<file path="config.mk">
export PLATFORM = sky130hd
export DESIGN_NAME = fm_tx_controller
export DESIGN_NICKNAME = d
export VERILOG_FILES = /design/src/rtl/fm_tx_pkg.sv /design/src/rtl/fm_sample_divider.sv /design/src/rtl/fm_tx_controller.sv
export SDC_FILE = /design/constraint.sdc
export NUM_CORES = 1
export LEC_CHECK = 0
export ABC_CLOCK_PERIOD_IN_PS = 1700
export CORE_MARGIN = 10
export CORE_UTILIZATION = 50
export DETAILED_ROUTE_END_ITERATION = 10
export GPL_TIMING_DRIVEN = 0
export PLACE_DENSITY = 0.72
export SLEW_MARGIN = 20
export SYNTH_ARGS = -nofsm -noshare
export SYNTH_HDL_FRONTEND = slang
export SYNTH_SLANG_ARGS = --single-unit
</file>
<file path="constraint.sdc">
create_clock -name clk -period 1.7 [get_ports clk]
set_clock_uncertainty 0.1 [all_clocks]
set_input_delay 0.17 -clock clk [delete_from_list [all_inputs] [get_ports clk]]
set_output_delay 0.17 -clock clk [all_outputs]
set_load 0.02 [all_outputs]
</file>
<file path="src/rtl/fm_tx_pkg.sv">
// Register map, ctrl bit positions and FSM states shared by the FM transmit controller.
package fm_tx_pkg;

   localparam logic [2:0] ADDR_ACC_LO  = 3'd0;
   localparam logic [2:0] ADDR_ACC_MID = 3'd1;
   localparam logic [2:0] ADDR_ACC_HI  = 3'd2;
   localparam logic [2:0] ADDR_MOD_CFG = 3'd3;
   localparam logic [2:0] ADDR_DIV_LO  = 3'd4;
   localparam logic [2:0] ADDR_DIV_HI  = 3'd5;
   localparam logic [2:0] ADDR_CTRL    = 3'd6;

   localparam int CTRL_TX_EN   = 0;
   localparam int CTRL_COMMIT  = 1;
   localparam int CTRL_CLR_UR  = 2;
   localparam int CFG_MSEL     = 7;
   localparam int CFG_FACT_LSB = 4;

   typedef enum logic [1:0] {
      ST_OFF  = 2'd0,
      ST_RUN  = 2'd1,
      ST_PEND = 2'd2,
      ST_MUTE = 2'd3
   } tx_state_e;

endpackage

</file>
<file path="src/rtl/fm_sample_divider.sv">
// Sample-rate divider: down-counter over div, registered one-cycle tick every div+1 cycles.
module fm_sample_divider #(
   parameter int DIVW = 12
) (
   input  logic            clk,
   input  logic            rst_n,
   input  logic [DIVW-1:0] div,
   output logic            tick
);

   logic [DIVW-1:0] count_q, count_d;
   logic            tick_q, tick_d;

   always_comb begin
      tick_d  = (count_q == '0);
      count_d = tick_d ? div : count_q - DIVW'(1);
   end

   always_ff @(posedge clk or negedge rst_n) begin
      if (!rst_n) begin
         count_q <= '0;
         tick_q  <= 1'b0;
      end else begin
         count_q <= count_d;
         tick_q  <= tick_d;
      end
   end

   assign tick = tick_q;

endmodule

</file>
<file path="src/rtl/fm_tx_controller.sv">
// FM modulator sequencer: shadow/active config registers, sample tick, one-entry audio buffer.
// Optional soft mute ramp-down is enabled by defining SOFT_MUTE_EN.
module fm_tx_controller
   import fm_tx_pkg::*;
#(
   parameter int A    = 8,
   parameter int K    = 4,
   parameter int L    = 2,
   parameter int N    = 18,
   parameter int DIVW = 12
) (
   input  logic            clk,
   input  logic            rst_n,
   input  logic            wr_en,
   input  logic [2:0]      wr_addr,
   input  logic [7:0]      wr_data,
   input  logic [A-1:0]    audio_in,
   input  logic            audio_valid,
   output logic            audio_ready,
   output logic [A-1:0]    audio,
   output logic [N-1:0]    acc_inc,
   output logic [K-1:0]    df_inc_coef,
   output logic [L-1:0]    df_inc_fact,
   output logic            multiply_sel,
   output logic            sample_tick,
   output logic            tx_on,
   output logic            underrun
);

`ifdef SOFT_MUTE_EN
   localparam tx_state_e LEAVE_ST = ST_MUTE;
`else
   localparam tx_state_e LEAVE_ST = ST_OFF;
`endif

   tx_state_e       state_q, state_d;
   logic [N-1:0]    sh_acc_q, sh_acc_d, act_acc_q, act_acc_d;
   logic [K-1:0]    sh_coef_q, sh_coef_d, act_coef_q, act_coef_d;
   logic [L-1:0]    sh_fact_q, sh_fact_d, act_fact_q, act_fact_d;
   logic            sh_msel_q, sh_msel_d, act_msel_q, act_msel_d;
   logic [DIVW-1:0] sh_div_q, sh_div_d, act_div_q, act_div_d;
   logic [A-1:0]    buf_q, buf_d, audio_q, audio_d;
   logic            buf_full_q, buf_full_d, underrun_q, underrun_d;
   logic            tick, ctrl_wr, tx_en_w, tx_off_w, commit_w, clr_w, copy, drain;

   fm_sample_divider #(.DIVW(DIVW)) u_div (
      .clk   (clk),
      .rst_n (rst_n),
      .div   (act_div_q),
      .tick  (tick)
   );

   always_comb begin
      ctrl_wr  = wr_en && (wr_addr == ADDR_CTRL);
      tx_en_w  = ctrl_wr &&  wr_data[CTRL_TX_EN];
      tx_off_w = ctrl_wr && !wr_data[CTRL_TX_EN];
      commit_w = ctrl_wr &&  wr_data[CTRL_COMMIT];
      clr_w    = ctrl_wr &&  wr_data[CTRL_CLR_UR];

      sh_acc_d  = sh_acc_q;
      sh_coef_d = sh_coef_q;
      sh_fact_d = sh_fact_q;
      sh_msel_d = sh_msel_q;
      sh_div_d  = sh_div_q;
      if (wr_en) begin
         case (wr_addr)
            ADDR_ACC_LO:  sh_acc_d[7:0]    = wr_data;
            ADDR_ACC_MID: sh_acc_d[15:8]   = wr_data;
            ADDR_ACC_HI:  sh_acc_d[N-1:16] = wr_data[N-17:0];
            ADDR_MOD_CFG: begin
               sh_msel_d = wr_data[CFG_MSEL];
               sh_fact_d = wr_data[CFG_FACT_LSB +: L];
               sh_coef_d = wr_data[K-1:0];
            end
            ADDR_DIV_LO:  sh_div_d[7:0]      = wr_data;
            ADDR_DIV_HI:  sh_div_d[DIVW-1:8] = wr_data[DIVW-9:0];
            default: ;
         endcase
      end

      state_d = state_q;
      audio_d = audio_q;
      copy    = 1'b0;
      drain   = 1'b0;
      case (state_q)
         ST_OFF: begin
            copy = commit_w;
            if (tx_en_w) state_d = ST_RUN;
         end
         ST_RUN: begin
            if (tx_off_w) state_d = LEAVE_ST;
            else begin
               drain = tick;
               if (commit_w) state_d = ST_PEND;
            end
         end
         ST_PEND: begin
            // further commits are absorbed; the tick applies whatever shadow holds now
            if (tx_off_w) state_d = LEAVE_ST;
            else begin
               drain = tick;
               if (tick) begin
                  copy    = 1'b1;
                  state_d = ST_RUN;
               end
            end
         end
`ifdef SOFT_MUTE_EN
         ST_MUTE: begin
            if (tx_en_w) state_d = ST_RUN;
            else if (tick) begin
               if (audio_q == '0 || audio_q == '1) state_d = ST_OFF;
               else audio_d = $signed(audio_q) >>> 1;
            end
         end
`endif
         default: state_d = ST_OFF;
      endcase

      buf_d      = buf_q;
      buf_full_d = buf_full_q;
      underrun_d = clr_w ? 1'b0 : underrun_q;
      if (drain) begin
         if (buf_full_q) begin
            audio_d    = buf_q;
            buf_full_d = 1'b0;
         end else begin
            underrun_d = 1'b1;
         end
      end
      if (audio_valid && !buf_full_q) begin
         buf_d      = audio_in;
         buf_full_d = 1'b1;
      end
      if (state_d == ST_OFF) audio_d = '0;

      act_acc_d  = copy ? sh_acc_q  : act_acc_q;
      act_coef_d = copy ? sh_coef_q : act_coef_q;
      act_fact_d = copy ? sh_fact_q : act_fact_q;
      act_msel_d = copy ? sh_msel_q : act_msel_q;
      act_div_d  = copy ? sh_div_q  : act_div_q;
   end

   always_ff @(posedge clk or negedge rst_n) begin
      if (!rst_n) begin
         state_q    <= ST_OFF;
         sh_acc_q   <= '0;
         sh_coef_q  <= '0;
         sh_fact_q  <= '0;
         sh_msel_q  <= 1'b0;
         sh_div_q   <= '0;
         act_acc_q  <= '0;
         act_coef_q <= '0;
         act_fact_q <= '0;
         act_msel_q <= 1'b0;
         act_div_q  <= '0;
         buf_q      <= '0;
         buf_full_q <= 1'b0;
         audio_q    <= '0;
         underrun_q <= 1'b0;
      end else begin
         state_q    <= state_d;
         sh_acc_q   <= sh_acc_d;
         sh_coef_q  <= sh_coef_d;
         sh_fact_q  <= sh_fact_d;
         sh_msel_q  <= sh_msel_d;
         sh_div_q   <= sh_div_d;
         act_acc_q  <= act_acc_d;
         act_coef_q <= act_coef_d;
         act_fact_q <= act_fact_d;
         act_msel_q <= act_msel_d;
         act_div_q  <= act_div_d;
         buf_q      <= buf_d;
         buf_full_q <= buf_full_d;
         audio_q    <= audio_d;
         underrun_q <= underrun_d;
      end
   end

   assign audio_ready  = ~buf_full_q;
   assign audio        = audio_q;
   assign acc_inc      = (state_q == ST_OFF) ? '0 : act_acc_q;
   assign df_inc_coef  = act_coef_q;
   assign df_inc_fact  = act_fact_q;
   assign multiply_sel = act_msel_q;
   assign sample_tick  = tick;
   assign tx_on        = (state_q != ST_OFF);
   assign underrun     = underrun_q;

endmodule

</file>
* Yosys cells after proc, flatten, opt, wreduce, memory -nomap -nowiden
Cells that the tools add are included.
** Word-level totals
- Flip-flop bits (word level) :: 107
- Bits in latches :: 0
- RAM bits :: 0
- ROM bits :: 0
- Input bits :: 23
- Output and inout port bits :: 37
- Word-level logic and storage cells :: 75
- Memories :: 0
** Operators by class
- $add $sub $neg :: 1
- Multipliers :: 0
- Div/mod/pow operators :: 0
- $lt $le $gt $ge :: 0
- Eq/ne operators :: 8
- Shift operators :: 0
- Muxes and demuxes :: 21
- Bitwise logic cells :: 1
- Reduce and logical (&&, ||, !) cells :: 24
** Operators with widths (count)
- 8-bit 2-to-1 mux :: 3
- 18-bit 2-to-1 mux :: 1
- 2-bit AND reduction :: 7
- 12-bit zero test :: 1
- 12-bit 2-to-1 mux :: 1
- 12-bit by 1-bit subtractor with 12-bit output, second input constant :: 1
- 2-bit 2-to-1 mux :: 5
- 3-bit == test, second input constant :: 3
- 1-bit 2-to-1 mux :: 9
- 2-bit nonzero test :: 4
- 3-bit by 2-bit == test with 1-bit output, second input constant :: 2
- 1-bit logical AND :: 6
- 2-bit case mux with 3 select lines :: 1
- 2-bit zero test :: 2
- 3-bit by 1-bit == test with 1-bit output, second input constant :: 1
- 3-bit zero test :: 1
- 2-bit by 1-bit == test with 1-bit output, second input constant :: 1
- 2-bit == test, second input constant :: 1
- 1-bit zero test :: 2
- 1-bit case mux with 2 select lines :: 1
- 2-bit OR reduction :: 1
- 1-bit inverter :: 1

* Depth between registers and ports, before layout
- Depth after elaboration :: 9
- Mapped depth :: 7
- Mapped depth without buffers :: 6

* Modules after synthesis
From an unflattened synthesis, not the netlist that was laid out.
** Second synthesis, totals
- Cell total of the unflattened synthesis :: 339
- Area total of the unflattened synthesis :: 4648.2 sq um
** Modules (own cells, without submodules)
- fm_tx_controller :: instances 1, cells each 266, area an instance 3941.3 sq um, sequential area each 2352.3 sq um
- fm_sample_divider :: instances 1, cells each 73, area an instance 706.9 sq um, sequential area each 325.3 sq um

* Least setup slack after synthesis
OpenSTA, ideal clock, no wires.
- Path type :: register -> register
- Start :: register state_q[0]
- End :: register act_acc_q[10]
- Library setup time :: 0.125 ns
- Arrival time :: 1.654 ns
- Data required time :: 1.475 ns
- Setup slack :: -0.179 ns
- Stages on the path, launching flop included :: 7
- Path buffers :: 1
- Clock period less this slack :: 1.879 ns
- Cell sequence :: dfrtp_1 -> inv_1 -> ha_1 -> nand2_1 -> o21ai_4 -> buf_12 -> mux2_4
** Between the ends
- Longest elaborated chain between the ends :: 2
- Elaborated cells on any way between the ends :: 3
- Those cells by class :: 1 x eq/ne; 1 x mux; 1 x reduce/logical
** RTL lines
- start: declaration :: line fm_tx_controller.sv:36 : tx_state_e state_q, state_d;
- start signal: assignment :: line fm_tx_controller.sv:162 : state_q <= state_d;
- 2-bit == test or 2-bit zero test (tied branches) :: line fm_tx_controller.sv:85 : case (state_q)
- 1-bit case mux with 2 select lines * :: line fm_tx_controller.sv:85
- end signal: assignment :: line fm_tx_controller.sv:168 : act_acc_q <= act_acc_d;
- end: declaration :: line fm_tx_controller.sv:37 : logic [N-1:0] sh_acc_q, sh_acc_d, act_acc_q, act_acc_d;
Every way passes the cells marked *; elsewhere a longest branch is shown, timed or not.
A chain may end at the register's enable or synchronous reset.

* Final worst setup path
- Start :: register state_q[0]
- End :: register act_fact_q[1], in the netlist df_inc_fact[1]
** Between the ends
- Longest elaborated chain between the ends :: 2
- Elaborated cells on any way between the ends :: 3
- Those cells by class :: 1 x eq/ne; 1 x mux; 1 x reduce/logical
** RTL lines
- 2-bit == test or 2-bit zero test (tied branches) :: line fm_tx_controller.sv:85
- 1-bit case mux with 2 select lines * :: line fm_tx_controller.sv:85
- end signal: assignment :: line fm_tx_controller.sv:170 : act_fact_q <= act_fact_d;
- end: declaration :: line fm_tx_controller.sv:39 : logic [L-1:0] sh_fact_q, sh_fact_d, act_fact_q, act_fact_d;
Marked as above.

==> flow_metrics.env <==
export IMPL_synthArstFlopShare_pct=100.0
export IMPL_reg2reg_from="state_q[0]"
export IMPL_r2r_end="df_inc_fact[1]"
export IMPL_period_minus_slack_ps=1909
export IMPL_cts_sinks=107
export IMPL_hold_slack_ps=176.2
export IMPL_clk_path_buf_depth=2
export IMPL_finalPower_mw=9.428
export IMPL_synth_top_cell_by_area="dfrtp_1"
export IMPL_rows=35
export IMPL_avgRoutedWirePerCell_microns=18.88
export IMPL_synth_warnings=0
export IMPL_mostFrequentLayoutCell="dfrtp_1"
export IMPL_p_leak_nw=2.930
export IMPL_drcViolationCount=0
export IMPL_hold_path_class="input port to async pin"
export IMPL_antenna_found_initial=0
export IMPL_hold_viol_final=0
export IMPL_fin_setup_tns_ps=-9294
export IMPL_ys_flop_type="dfrtp_1"
export IMPL_cap_violations=0
export IMPL_post_place_cells=524
export IMPL_fin_util_pct=69.09
export IMPL_setup_viol=66
export IMPL_synth_area_leaders="dfrtp_1, mux2_2, mux2_4, nor2b_1, mux2i_1"
export IMPL_gp_congestion=0.7554
export IMPL_ant_nets=0
export IMPL_worstMarginPinSlew_ps=540.6
export IMPL_r2r_slack_ps=-210
export IMPL_nets=463
export IMPL_grt_first_pass_wirelength_microns=17240
export IMPL_critPathCapture="df_inc_fact[1]"
export IMPL_cts_tree="done"
export IMPL_violations="setup timing"
export IMPL_max_freq_ghz=0.5239
export IMPL_synth_nets=367
export IMPL_yosys_register_bits=107
export IMPL_fp_coreArea_sq_um=9240
export IMPL_die_area_sq_um=13790
export IMPL_insertedDiodeCount=0
export IMPL_cp_data_required_time_ps=1870
export IMPL_syn_area_per_cell_sq_um=14.04
export IMPL_final_cell_mix="dfrtp_1, mux2_2, mux2_4"
export IMPL_overflow=0
export IMPL_critPathMaxFanout=7
export IMPL_dpl_hpwl_microns=6547
export IMPL_irDropWorstVdd_mv=0.7779
export IMPL_grt_max_degree=64
export IMPL_htreeDepth=3
export IMPL_routed_wl_microns=10730
export IMPL_num_io_pins=60
export IMPL_maxSlewViolCount=0
export IMPL_grt_pass1_vias=3348
export IMPL_synth_edf_count=0
export IMPL_via_count=3075
export IMPL_die_h_microns=117.4
export IMPL_critical_path_class="flip-flop to flip-flop"
export IMPL_setup_slack_ps=-208.7
export IMPL_seq_area_frac_synth_pct=56.40
export IMPL_clkLatencyLatePin_ps=380
export IMPL_outcome="finished, violations left"
export IMPL_initial_core_util_pct=51.37
export IMPL_grt_use_total_pct=15.21
export IMPL_syn_inst=338
export IMPL_clkTransAtPathRegs_ps=100
export IMPL_dieWidth_microns=117.4
export IMPL_end_kind="flip-flop"
export IMPL_drive_gt1_share_pct=46.47
export IMPL_reg2regPathDepth=8
export IMPL_cts_buffers=9
export IMPL_crit_start="state_q[0]"
export IMPL_cts_root_buf="clkbuf_8"
export IMPL_ys_types=49
export IMPL_critPathArrivalTime_ps=2080
export IMPL_vias_per_cell=5.414
export IMPL_area_delta_synth_final_pct=34.48
export IMPL_crit_path_start_kind="flip-flop"
export IMPL_rsz0062_at_grt="true"
export IMPL_io_buffers=56
export IMPL_period_share_pct=112.3
export IMPL_dr_pass1_iters=4
export IMPL_powerDensity_nw_per_um2=1477
export IMPL_synth_area_sq_um=4747
export IMPL_drt_iter0_drc=165
export IMPL_synth_top_cell_area_share_pct=56.40
export IMPL_relSlewSlack_pct=63.96
export IMPL_fin_cells=568
[final cells by class]
type / count / area [sq um]
Sequential cell: 107 / 2680
Tap cell: 129 / 161.4
Inverter: 8 / 32.53
Multi-Input combinational cell: 210 / 2236
Clock buffer: 9 / 123.9
Clock inverter: 7 / 76.32
Buffer: 14 / 170.2
Fill cell: 646 / 2856
Timing Repair Buffer: 84 / 903.4
[worst max-delay path, stage by stage, from the launching register on]
cell       delay [ps]
dfrtp_1           410
inv_2             100
buf_4             120
ha_4              150
nand2_4            70
o21ai_4           190
buf_12            180
clkbuf_16         160
mux2_4            290
[metal layers]
metal | up-vias | part of all wire (%) | GRT usage [%]
met5 | - | 0 | 0
met4 | 0 | 1.1 | 5.790
met3 | 17 | 4.8 | 4.652
met2 | 73 | 49 | 24.86
met1 | 1570 | 45 | 18.34
li1 | 1415 | - | -
[report_power, final]
part / total, mW / switching, mW / internal [mW]
combinational: 3.80 / 1.61 / 2.20
clock: 1.59 / 0.893 / 0.694
sequential: 4.04 / 0.614 / 3.42
total: 9.43 / 3.11 / 6.31
[logic make-up (layout without fill, tap and decap cells)]
family / after synthesis / count (layout) / share of synthesized area [%]
mux: 90 / 90 / 23.51
xor+xnor: 5 / 5 / 0.9227
buf+inv: 22 / 122 / 3.110
simple gates: 74 / 74 / 9.410
compound gates: 34 / 35 / 5.061
flops: 107 / 107 / 56.40
fa+ha+maj: 6 / 6 / 1.581
[timing repair]
action	in CTS	in global routing
buffers inserted	17	4
cloned	5	2
gates resized for setup	135	58
pin swaps	14	12
setup endpoints to repair	95	95
hold buffers	1	0
endpoints found under the hold margin	44	0
[cells in the mapped netlist, types with 3 or more instances]
library cell,count
nand2_1,16
o31ai_1,5
buf_12,3
o21ai_1,5
inv_1,7
a31oi_1,8
nor2b_1,20
nand3_1,9
mux2i_1,8
buf_2,4
mux2_2,45
ha_1,6
a21oi_1,4
clkbuf_1,5
dfrtp_1,107
mux2_4,30
nor2_1,9
xor2_1,3
mux2_1,7
[stage by stage]
stage / instance area, sq um / worst slack (ps)
finish: 6384 / -208.7
global route: 6384 / -240.4
CTS: 6061 / -173.4
detailed placement: 5522 / -905.3
global placement: 5493 / -3673
floorplan: 4771 / -42.61
[worst min-delay path by stage]
stage / start / slack (ps) / depth (start not counted) / end
final: rst_n / 180 / 2 / act_div_q[7]
after global routing: rst_n / 210 / 2 / act_div_q[7]
after CTS: rst_n / 180 / 2 / u_div.count_q[7]
after detailed placement: rst_n / 30 / 1 / act_div_q[7]
after global placement: act_acc_q[1] / 360 / 1 / act_acc_q[1]
after floorplan: rst_n / -230 / 0 / act_acc_q[0]
[flip-flops by register name (all words and copies together), names as in the netlist, 2 cells and up]
name / count
u_div.count_q: 12
sh_acc_q: 18
df_inc_fact: 2
sh_div_q: 12
act_acc_q: 18
buf_q: 8
df_inc_coef: 4
sh_fact_q: 2
sh_coef_q: 4
state_q: 2
act_div_q: 12
audio: 8
Power figures use the tool's default switching activity.
==> RTL change 1 (same settings) <==
Set the parameter `A` to 7 (it was 8).
--- a/src/rtl/fm_tx_controller.sv
+++ b/src/rtl/fm_tx_controller.sv
@@ -3,7 +3,7 @@
 module fm_tx_controller
    import fm_tx_pkg::*;
 #(
-   parameter int A    = 8,
+   parameter int A    = 7,
    parameter int K    = 4,
    parameter int L    = 2,
    parameter int N    = 18,
Interface: changed (resized audio and audio_in); port bits go from 60 to 58. The function was not compared with the original's and may differ.
==> RTL change 1 against the original RTL <==
The run still ends with setup timing left. Sequential cell count fell by 2. Synthesized area fell by 5.1%. Sequential share of layout area fell by 2.1 points. Synthesized cell count fell by 1.5%. Critical endpoint is now act_acc_q[8]. Worst setup slack got worse by 0.077 ns. Cell area rose by 3.2%. Count of clock-buffer cells in the layout rose by 2. Wire length rose by 9.1%. Total power rose by 3.0%.
==> RTL change 1: results (changes against the original RTL) <==
outcome:
  status: "complete, but fails checks"
  failed_checks: "setup timing"
sta:
  slew_headroom_pct: 59.0  # -5.0 points
  slew_viol_final: 0  # unchanged
  final-setup-viol-count: 75  # +14%
  fin_ws_ns: -0.285  # -0.0768 ns
placement:
  portBuffers: 54  # -3.6%
  hpwlAfterDp_um: 6380  # -2.6%
  dp.cells: 496  # -5.3%
  gp_congestion: 0.758  # +0.30%
worst_hold_path:
  hold_path_class: "input port to asynchronous set/reset pin"
yosys:
  async_reset_ff_share_pct: 100  # unchanged
  yosysSeqAreaShare_pct: 58.3  # +1.9 points
  synth_edf_count: 0  # unchanged
  ys_warn_count: 0  # unchanged
  ys_top_cells_by_area: "dfrtp_1 58%, mux2_2 20%, nor2b_1 2.8%"
  synth_cell_types: 40  # -18%
  synth_cells: 333  # -1.5%
  synth_fp_nets: 361  # -1.6%
  yosys-top-cells-count: "105 x dfrtp_1, 81 x mux2_2, 20 x nor2b_1"
clocking:
  cts_buffers: 9  # unchanged
  clkLatencyLatePin_ns: 0.37
  clockBufferDepth: 2  # unchanged
  path_clk_slew_ns: 0.10  # about the same
  htree_levels: 3  # unchanged
  cts-root-buf: "clkbuf_8"
grt:
  antenna_found_initial: 0  # unchanged
  grt_pass1_vias: 3418  # +2.1%
  grt_max_degree: 60  # -6.3%
  grt_pass1_wl_um: 18300  # +6.1%
  grtUsageTotal_pct: 17.2  # +2.0 points
power:
  p_leak_nw: 2.93  # -0.13%
  irDropWorstVdd_uv: 918  # +18%
routing:
  first_pass_iters: 4  # unchanged
  wirelength_um: 11700  # +9.1%
  drt_iter0_drc: 94  # -43%
  num_vias: 3085  # +0.33%
critical_path:
  reg2reg_from: "state_q[0]"
  cp-startpoint: "wr_en"
  critPathMaxFanout: 6  # -1
  cp_data_required_time_ns: 1.85  # -0.02 ns
layout:
  insertedDiodeCount: 0  # unchanged
  reg_top3: "act_acc_q: 18 flops, sh_acc_q: 18 flops"
  layout-drive-gt1-share_pct: 52.4  # +5.9 points
  fill_cells: 545  # -16%
  instances_no_fill: 553  # -2.6%
  nets: 468  # +1.1%
RTL change 1: final timing paths:
| path | depth (start not counted) | end | slack [ns] |
|---|---|---|---|
| setup / recovery | 8 | act_acc_q[8] | -0.29 |
| min in group clk | 2 | buf_q[5] | 0.31 |
| hold / removal | 2 | u_div.count_q[4] | 0.19 |
| setup reg to reg | 9 | act_acc_q[8] | -0.27 |
| hold reg to reg | 1 | u_div.count_q[9] | 0.39 |
| max in group asynchronous | 3 | df_inc_fact[0] | 0.69 |
RTL change 1: routing by layer:
layer / part of all wire, % / GRT usage [%] / wire [um] / vias to the layer above
met4: 1.6 / 4.29 / 184 / 0
met5: 0 / 0 / 0 / -
met2: 51 / 28.2 / 5990 / 78
met3: 5.5 / 5.68 / 643 / 17
li1: - / - / - / 1401
met1: 42 / 21.5 / 4880 / 1589
RTL change 1: metrics by stage:
step                TNS (ns)  worst slack, ns  power [mW]  area, um^2  util (%)
detailed placement    -57.47           -0.954        6.52        5260      60.0
floorplan              -2.33           -0.246        5.51        4550         -
finish                -13.92           -0.285        9.71        6590      75.2
global placement     -425.38            -3.56        6.42        5230      59.6
CTS                   -10.60           -0.339        9.03        6200      70.7
global route          -17.68           -0.321        10.2        6590      75.2
RTL change 1: critical path, stage by stage:
cell             delay, ns
clkdlybuf4s50_1       0.63
and4b_2               0.39
nand3_4               0.12
o21ai_4               0.12
buf_12                0.16
buf_12                0.12
buf_8                 0.12
mux2_4                0.30
RTL change 1: kinds of logic after synthesis:
family / count (synthesis) / synth area share [%]
AOI/OAI and AO/OA: 38 / 5.58
DFF: 105 / 58.3
xor gates and xnor gates: 6 / 1.17
muxes: 89 / 22.0
adders and majority gates: 6 / 1.67
and+or+nand+nor: 67 / 9.08
buffers and inverters: 22 / 2.17
RTL change 1: cell type report:
type | count | area, um^2 | area share, %
sequential | 105 | 2630 | 39.9
timing repair buffer | 100 | 1150 | 17.5
buffer | 10 | 116 | 1.77
multi-input combinational | 206 | 2330 | 35.3
clock inverter | 5 | 65.1 | 0.987
clock buffer | 11 | 131 | 1.99
tap | 108 | 135 | 2.05
inverter | 8 | 32.5 | 0.494
RTL change 1: power breakdown:
| part | total, mW | leakage (nW) | internal (mW) | switching [mW] |
|---|---|---|---|---|
| sequential | 3.98 | 1.31 | 3.36 | 0.621 |
| combinational | 4.16 | 1.52 | 2.40 | 1.76 |
| clock | 1.56 | 0.0917 | 0.696 | 0.866 |
RTL change 1: what timing repair did:
| item | 4_1_cts | 5_1_grt |
|---|---|---|
| gates cloned | 6 | 0 |
| pin swaps | 18 | 13 |
| setup buffers | 23 | 16 |
| endpoints found under the hold margin | 46 | 0 |
| endpoints found under the setup margin | 96 | 102 |
| gates resized for setup | 214 | 65 |
| hold buffers | 1 | 0 |
==> RTL change 2 (same flow settings) <==
Without the edit above. Make the reset (`rst_n`) synchronous in 2 clocked blocks.
--- a/src/rtl/fm_sample_divider.sv
+++ b/src/rtl/fm_sample_divider.sv
@@ -16,7 +16,7 @@
       count_d = tick_d ? div : count_q - DIVW'(1);
    end
 
-   always_ff @(posedge clk or negedge rst_n) begin
+   always_ff @(posedge clk) begin
       if (!rst_n) begin
          count_q <= '0;
          tick_q  <= 1'b0;
--- a/src/rtl/fm_tx_controller.sv
+++ b/src/rtl/fm_tx_controller.sv
@@ -141,7 +141,7 @@
       act_div_d  = copy ? sh_div_q  : act_div_q;
    end
 
-   always_ff @(posedge clk or negedge rst_n) begin
+   always_ff @(posedge clk) begin
       if (!rst_n) begin
          state_q    <= ST_OFF;
          sh_acc_q   <= '0;
Behaviour: differs if rst_n is asserted again (counterexample within 4 cycles, from zero or initial values and one cycle with rst_n low); with rst_n held inactive, the same outputs for 4 cycles.
==> RTL change 2 against the original RTL <==
The run still ends with setup timing left. Utilization shrank 0.43 points. Worst setup slack lost 0.23 ns. Wire length grew 16%. Global-route usage grew 3.5 points. Cell area shrank 6.7%. Sequential cell count is the same. Synthesized area shrank 6.2%. Critical endpoint is now u_div.count_q[3].
Power is not compared: it rests on default switching activity, and its combinational part moved more than twofold at a synthesized area within 25%.
==> RTL change 2: results (changes against the original RTL) <==
grt:
  grt_pass1_wl_um: 20000  # +16%
  grt.met3_usage_pct: 4.93  # +0.27 points
  met2_usage_pct: 30.3  # +5.4 points
  grt_use_met1_pct: 23.8  # +5.5 points
  grtUsageTotal_pct: 18.7  # +3.5 points
  grt_pass1_vias: 3999  # +19%
yosys:
  post_synth_xor_area_fraction_pct: 1.38  # +0.45 points
  synthAdderAreaFrac_pct: 1.69  # +0.10 points
  ys_top_cells_by_area: "dfxtp_1 48%, a21oi_1 7.4%, mux2i_1 6.5%"
  synth_flop_cell: "dfxtp_1"
  yosys-top-cells-count: "107 x dfxtp_1, 66 x a21oi_1, 55 x nand2_1"
  yosysSeqAreaShare_pct: 48.1  # -8.3 points
  synth_cell_types: 46  # -6.1%
  synth_cells: 512  # +51%
  yosys-mux-area-fraction_pct: 6.77  # -17 points
  synth-compound-area-share_pct: 18.5  # +13 points
  async_reset_ff_share_pct: 0  # -100 points
routing:
  drt_iter0_drc: 271  # +64%
  wirelength_um: 12500  # +16%
  wl_met1_um: 5430  # +12%
  viasPerCell: 5.65  # +4.3%
  met2_length_um: 6070  # +15%
  wl_per_cell_um: 17.4  # -8.0%
critical_path:
  reg2reg_depth: 7  # -1
  critPathTopFamily: "simple AND/OR/NAND/NOR gates"
  worst_path_max_delay_cell: "or4b_4"
  critPathMaxFanout: 5  # -2
  critPathMaxStageDelay_ns: 0.59  # +0.18 ns
  worstPathArrival_ns: 2.28  # +0.20 ns
  r2r-end: "u_div.count_q[3]"
sta:
  tns_ns: -6.91  # +2.39 ns
  fin_ws_ns: -0.437  # -0.229 ns
  final-setup-viol-count: 35  # -47%
  slew_headroom_pct: 42.5  # -21 points
outcome:
  status: "complete, but fails checks"
  failed_checks: "setup timing"
worst_hold_path:
  min_from: "wr_data[1]"
  hold_path_class: "input port to register"
clocking:
  ctsResizeCount: 151  # +12%
  cts_setup_buffers: 20  # +3
layout:
  layout-drive-gt1-share_pct: 23.4  # -23 points
  nets: 635  # +37%
placement:
  placed_cell_area_um2: 5180  # -6.1%
  portBuffers: 57  # +1.8%
  gp_congestion: 0.818  # +8.3%
  dp.cells: 677  # +29%
power:
  p_leak_nw: 2.23
  p_switching_mw: 1.83
-- RTL change 2: how the worst max path moves through the flow --
stage / endpoint / start / cells after the start / slack [ns]
floorplan: u_div.count_q[0] / u_div.count_q[0] / 7 / -0.32
global placement: act_acc_q[5] / wr_addr[0] / 6 / -0.88
CTS: u_div.count_q[3] / u_div.count_q[0] / 6 / -0.43
detailed placement: act_acc_q[7] / wr_en / 6 / -0.98
finish: u_div.count_q[3] / u_div.count_q[0] / 7 / -0.44
global route: u_div.count_q[1] / u_div.count_q[0] / 6 / -0.49
-- RTL change 2: final cells by class --
type / instances / area (um^2)
fill: 678 / 2720
clock buffer: 10 / 128
clock inverter: 6 / 65.1
inverter: 11 / 47.5
buffer: 34 / 236
multi-input combinational: 358 / 2360
tap: 108 / 135
sequential: 107 / 2150
timing repair buffer: 85 / 828
-- RTL change 2: kinds of logic (layout without fill, tap and decap cells) --
kind of cell / after synthesis / after routing
simple gates: 178 / 178
compound gates: 137 / 137
flops: 107 / 107
buf+inv: 47 / 146
mux: 30 / 30
xor+xnor: 7 / 7
fa+ha+maj: 6 / 6
-- RTL change 2: stage by stage --
step / worst slack [ns] / hold WS [ns]
5_1_grt: -0.493 / 0.221
6_report: -0.437 / 0.237
3_3_place_gp: -0.878 / 0.340
4_1_cts: -0.425 / 0.168
2_1_floorplan: -0.317 / 0.206
3_5_place_dp: -0.979 / 0.345
-- RTL change 2: power groups by stage --
stage          clock network [mW]  registers (mW)  logic (mW)
4_1_cts                      1.58            2.80        1.55
6_report                     1.57            2.82        1.67
2_1_floorplan                   0            2.83       0.951
3_3_place_gp                    0            2.84        1.17
5_1_grt                      1.69            2.83        1.81
3_5_place_dp                    0            2.86        1.20
